[config.mk]
export PLATFORM = sky130hd
export DESIGN_NAME = pulse_monitor
export DESIGN_NICKNAME = d
export VERILOG_FILES = /design/src/rtl/pulse_monitor.sv
export SDC_FILE = /design/constraint.sdc
export NUM_CORES = 1
export LEC_CHECK = 0
export CAP_MARGIN = 5
export CORE_UTILIZATION = 50
export DETAILED_ROUTE_END_ITERATION = 10
export HOLD_SLACK_MARGIN = 0.03
export PLACE_DENSITY = 0.68
export SKIP_LAST_GASP = 1
export SYNTH_ARGS = -nofsm -noshare
export SYNTH_HDL_FRONTEND = slang
export SYNTH_SLANG_ARGS = --single-unit
[constraint.sdc]
create_clock -name clk -period 6.74 [get_ports clk]
set_clock_uncertainty 0.2 [all_clocks]
set_input_delay 1.348 -clock clk [delete_from_list [all_inputs] [get_ports clk]]
set_output_delay 1.348 -clock clk [all_outputs]
set_load 0.02 [all_outputs]
[src/rtl/pulse_monitor.sv]
// Pulse monitor: measures high pulses on d_in and queues {timestamp, width}
// records in a small FIFO behind a valid/ready port.
module pulse_monitor #(
  parameter int SYNC_STAGES = 2,
  parameter int TS_W        = 16,
  parameter int WID_W       = 8,
  parameter int DEPTH       = 4
) (
  input  logic             clk,
  input  logic             reset_n,
  input  logic             clear,
  input  logic             d_in,
  output logic             ev_valid,
  input  logic             ev_ready,
  output logic [TS_W-1:0]  ev_time,
  output logic [WID_W-1:0] ev_width,
  output logic             overflow,
  output logic [7:0]       drop_cnt,
  output logic             busy
);

  localparam int AW = $clog2(DEPTH);
  localparam logic [WID_W-1:0] WMAX = '1;

  typedef struct packed {
    logic [TS_W-1:0]  t;
    logic [WID_W-1:0] w;
  } rec_t;

  typedef enum logic {
    IDLE,
    HIGH
  } state_t;

  logic             s;
  state_t           state;
  logic             need_low;
  logic [TS_W-1:0]  timer;
  logic [TS_W-1:0]  ts;
  logic [WID_W-1:0] wcnt;

  logic             push;
  logic             pop;
  logic             wr_en;
  logic             drop;
  logic             full;
  logic             empty;
  logic [AW:0]      wr_ptr;
  logic [AW:0]      rd_ptr;
  rec_t             mem [DEPTH];
  rec_t             rd_rec;

  generate
    if (SYNC_STAGES == 0) begin : g_nosync
      assign s = d_in;
    end else begin : g_sync
      logic [SYNC_STAGES-1:0] sq;
      always_ff @(posedge clk or negedge reset_n) begin
        if (!reset_n) begin
          sq <= '0;
        end else begin
          sq[0] <= d_in;
          for (int i = 1; i < SYNC_STAGES; i++) begin
            sq[i] <= sq[i-1];
          end
        end
      end
      assign s = sq[SYNC_STAGES-1];
    end
  endgenerate

  always_ff @(posedge clk or negedge reset_n) begin
    if (!reset_n) begin
      timer <= '0;
    end else if (clear) begin
      timer <= '0;
    end else begin
      timer <= timer + 1'b1;
    end
  end

  // need_low blocks logging of a pulse already high at reset/clear
  always_ff @(posedge clk or negedge reset_n) begin
    if (!reset_n) begin
      state    <= IDLE;
      ts       <= '0;
      wcnt     <= '0;
      need_low <= 1'b1;
    end else if (clear) begin
      state    <= IDLE;
      wcnt     <= '0;
      need_low <= 1'b1;
    end else begin
      if (!s) begin
        need_low <= 1'b0;
      end
      unique case (state)
        IDLE: begin
          if (s && !need_low) begin
            ts    <= timer;
            wcnt  <= WID_W'(1);
            state <= HIGH;
          end
        end
        HIGH: begin
          if (s) begin
            if (wcnt != WMAX) begin
              wcnt <= wcnt + 1'b1;
            end
          end else begin
            state <= IDLE;
          end
        end
        default: state <= IDLE;
      endcase
    end
  end

  assign busy  = (state == HIGH);
  assign push  = (state == HIGH) && !s && !clear;
  assign empty = (wr_ptr == rd_ptr);
  assign full  = (wr_ptr[AW] != rd_ptr[AW]) &&
                 (wr_ptr[AW-1:0] == rd_ptr[AW-1:0]);
  assign pop   = !empty && ev_ready && !clear;
  assign wr_en = push && (!full || pop);
  assign drop  = push && full && !pop;

  // a full FIFO may accept a push only into the slot being popped
  always_ff @(posedge clk or negedge reset_n) begin
    if (!reset_n) begin
      for (int i = 0; i < DEPTH; i++) begin
        mem[i] <= '0;
      end
    end else if (wr_en) begin
      mem[wr_ptr[AW-1:0]] <= {ts, wcnt};
    end
  end

  always_ff @(posedge clk or negedge reset_n) begin
    if (!reset_n) begin
      wr_ptr <= '0;
      rd_ptr <= '0;
    end else if (clear) begin
      wr_ptr <= '0;
      rd_ptr <= '0;
    end else begin
      if (wr_en) begin
        wr_ptr <= wr_ptr + (AW+1)'(1);
      end
      if (pop) begin
        rd_ptr <= rd_ptr + (AW+1)'(1);
      end
    end
  end

  always_ff @(posedge clk or negedge reset_n) begin
    if (!reset_n) begin
      overflow <= 1'b0;
      drop_cnt <= '0;
    end else if (clear) begin
      overflow <= 1'b0;
      drop_cnt <= '0;
    end else if (drop) begin
      overflow <= 1'b1;
      if (drop_cnt != 8'hFF) begin
        drop_cnt <= drop_cnt + 8'd1;
      end
    end
  end

  assign rd_rec   = mem[rd_ptr[AW-1:0]];
  assign ev_valid = !empty;
  assign ev_time  = rd_rec.t;
  assign ev_width = rd_rec.w;

endmodule

==> results by group <==
Floorplanning
  • Height of the die: about 120 um
  • Starting density of the core: 0.521
  • Core Footprint: 14100 um2
  • Horizontal extent of the die: about 120 um
  • Io pins: 40
  • Die Outline Area: ~15000 um2
  • Count of standard-cell rows: 43

Final layout
  • Final net count: 547
  • Share of layout cells above drive strength 1: 0.342
  • Number of standard cells in the layout, taps in and fillers out: roughly 730
  • Count of filler cells inserted in the layout: between 1000 and 1500
  • Area added between synthesis and finish: 15.5%
  • N_diodes: 0
  • Combined area of the multi-input logic cells: ~3300 um2
  • Register Area: between 3000 and 4000 um2

Detailed routing
  • Number of nets with antenna violations after detailed routing: 0
  • Number of vias per cell after detailed routing: ~5.7
  • Iteration count of the initial detailed-routing pass: 4
  • Final routed wirelength across all metal layers: 13800 um
  • Violation count after the first detailed-route iteration: about 270
  • Vias post-DR: 4123
  • DRC violation count after routing: 0
  • Post-DR wirelength/cell: between 15 and 20 um

Synth
  • Count of synthesis-stage warnings from yosys: 0
  • Most used flip-flop cell after synthesis: sky130_fd_sc_hd__dfrtp_1
  • Count leader, synth: sky130_fd_sc_hd__dfrtp_1
  • Leading post-synthesis cells by instance count: sky130_fd_sc_hd__dfrtp_1, sky130_fd_sc_hd__mux2_4, sky130_fd_sc_hd__mux2_2
  • Number of flops mapped to enable cells by yosys: 0
  • Net Count, Synth: 511
  • Flop and latch count out of synthesis: 155
  • Post-synthesis cell type with the largest combined area: sky130_fd_sc_hd__dfrtp_1
  • Fraction of registers with async set/reset: 1.00
  • Post-synthesis average cell area: approximately 15 um2
  • Distinct cell type count after synthesis: 51
  • Netlist Area Pre-Place: roughly 7300 um2
  • Post-Synthesis Cells: between 400 and 500
  • Sequential-to-total area share from yosys stat: 0.528
  • Area share of the largest cell type after synthesis: 0.525
  • Main area contributors after synthesis: sky130_fd_sc_hd__dfrtp_1, sky130_fd_sc_hd__mux2_4, sky130_fd_sc_hd__mux4_2

STA
  • Worst slew pin tran: 0.994 ns
  • Hold Fails Final Rpt: 0
  • Highest attainable clock frequency: between 0.2 and 0.25 GHz
  • Max-slew violations: 0
  • Worst slew margin relative to its limit: 0.337
  • Finish-stage setup viols: 0
  • Setup repair after global routing missed its margin: false
  • Final sum of negative setup slack: 0 ns
  • Final Hold Slack: around 0.15 ns
  • Part of the cycle the worst path needs: 0.631
  • Min cycle time layout: roughly 4.3 ns

Power
  • Net switching power: between 400 and 500 uW
  • Cell Pwr Density: 248 nW/um2
  • Internal power: 1.65 mW
  • Relative contribution of sequential cells to total power: 0.458
  • VDD IR-drop max: ~170 uV
  • Comb power frac: 0.042
  • Lkg Pwr: 4.10 nW
  • Sw Share: 0.215
  • Clock share of power: 0.501

Critical path
  • Worst setup startpoint: rd_ptr[1]$_DFFE_PN0P_
  • Worst Path Arrival: 2.71 ns
  • R2R Path Start: rd_ptr[0]$_DFFE_PN0P_
  • Timing endpoint of the critical path: ev_valid
  • Reg-to-Reg End: mem[92]$_DFFE_PN0P_
  • Category of the worst setup path capture point: output pin
  • Worst reg2reg setup slack: ~3.7 ns
  • WP data required: slightly above 5 ns
  • Critical setup path kind: flip-flop to output pin
  • Number of cells traversed by the worst register-to-register path: 4
  • Maximum net fanout on the critical path: 17
  • Worst setup SP type: flip-flop

Global routing
  • First-pass GRT wire length: 23600 um
  • Maximum number of pins on one net before global-route repair: about 110
  • Number of global-route vias before repair: approximately 4400
  • Number of antenna violations at the first check in global routing: 0
  • Overall fraction of global-route tracks in use: 0.209
  • Aggregate global routing overflow: 0

Clock tree
  • Number of buffers inserted to repair setup after CTS: 0
  • Resized Gates After CTS: 0
  • Later-pin clock latency in the skew report: approximately 0.43 ns
  • Maximum clock path buffer count: 2
  • Number of buffers created by CTS: 17
  • CTS tree: yes
  • Clock sink total: between 150 and 200
  • Max H-tree Level: 4
  • Count of hold-fix buffers inserted at cts: 0
  • Clock slew at the register clock pins of the worst setup and hold paths: approximately 0.060 ns
  • Master cell of the clock root buffer: sky130_fd_sc_hd__clkbuf_16

Worst hold path
  • Type of the most critical hold path: flip-flop to flip-flop

Job
  • Reported max-cap violation count: 0

Placed design
  • Dpl hpwl: between 8000 and 9000 um
  • RePlAce Congestion: 0.746
  • Input/output buffers: 39
  • Total instance count after detailed placement: 695

Run status
  • Outcome: finished, final reports clean
layout by cell type, fill, tap and decap left out, drive strengths merged, types with 6 or more instances in the layout:
cell type,count
mux2,113
nand2,20
xnor2,14
clkdlybuf4s50,38
and3,6
inv,14
dfrtp,154
mux4,24
a21oi,6
clkbuf,18
xor2,6
nor2,25
nand3,14
nand4,6
ha,8
cells by family after synthesis:
logic type | share of synthesized area
AOI/OAI and AO/OA | 0.0349
DFF | 0.528
adders and majority gates | 0.0136
muxes | 0.294
buffers and inverters | 0.0293
xor gates and xnor gates | 0.0238
and+or+nand+nor | 0.0763
state kept, by name, summed over array words and instances (netlist names):
register   count
busy           1
wr_ptr         3
timer         16
need_low       1
g_sync.sq      2
ts            16
wcnt           8
drop_cnt       8
mem           96
overflow       1
rd_ptr         3
worst min-delay path by stage:
stage / to / depth (start not counted) / slack (ns) / from
after CTS: g_sync.sq[1]$_DFF_PN0_ / 0 / 0.15 / g_sync.sq[0]$_DFF_PN0_
after detailed placement: g_sync.sq[1]$_DFF_PN0_ / 0 / 0.14 / g_sync.sq[0]$_DFF_PN0_
after global placement: g_sync.sq[1]$_DFF_PN0_ / 0 / 0.13 / g_sync.sq[0]$_DFF_PN0_
after floorplan: g_sync.sq[1]$_DFF_PN0_ / 0 / 0.13 / g_sync.sq[0]$_DFF_PN0_
after global routing: g_sync.sq[1]$_DFF_PN0_ / 0 / 0.16 / g_sync.sq[0]$_DFF_PN0_
final: g_sync.sq[1]$_DFF_PN0_ / 0 / 0.15 / g_sync.sq[0]$_DFF_PN0_
power by group through the flow:
stage	combinational (mW)	clock [mW]	sequential [mW]
6_report	0.0878	1.05	0.963
5_1_grt	0.0976	1.11	0.965
4_1_cts	0.0900	1.07	0.963
3_5_place_dp	0.0896	0	0.980
3_3_place_gp	0.0875	0	0.978
2_1_floorplan	0.0533	0	0.971
metrics by stage:
stage | instance area [um2] | total power, mW | utilization | worst slack, ns
floorplan | 7350 | 1.02 | - | 3.56
global placement | 7830 | 1.07 | 0.555 | 2.74
detailed placement | 7830 | 1.07 | 0.555 | 2.69
CTS | 8490 | 2.12 | 0.602 | 2.44
global route | 8490 | 2.17 | 0.602 | 2.33
finish | 8490 | 2.10 | 0.602 | 2.49
per-layer routing:
| metal | wire (um) | global-route usage | up-vias |
|---|---|---|---|
| met3 | 465 | 0.0512 | 21 |
| li1 | - | - | 1888 |
| met5 | 0 | 0 | - |
| met1 | 6580 | 0.295 | 2139 |
| met4 | 232 | 0.0791 | 0 |
| met2 | 6530 | 0.313 | 75 |
critical path: stages, from the launching register on:
cell and delay, ns:
sky130_fd_sc_hd__dfrtp_1 0.71, sky130_fd_sc_hd__buf_4 0.42, sky130_fd_sc_hd__xor2_1 0.14, sky130_fd_sc_hd__or3_1 0.44, sky130_fd_sc_hd__clkdlybuf4s50_1 0.56
layout make-up:
cell class                 count  area share
clock buffer                  18      0.0518
multi-input combinational    304       0.383
sequential                   155       0.457
inverter                      13     0.00575
timing repair buffer          43      0.0497
tap                          180      0.0265
clock inverter                14      0.0257
No activity file was read; power rests on OpenSTA's default activity.
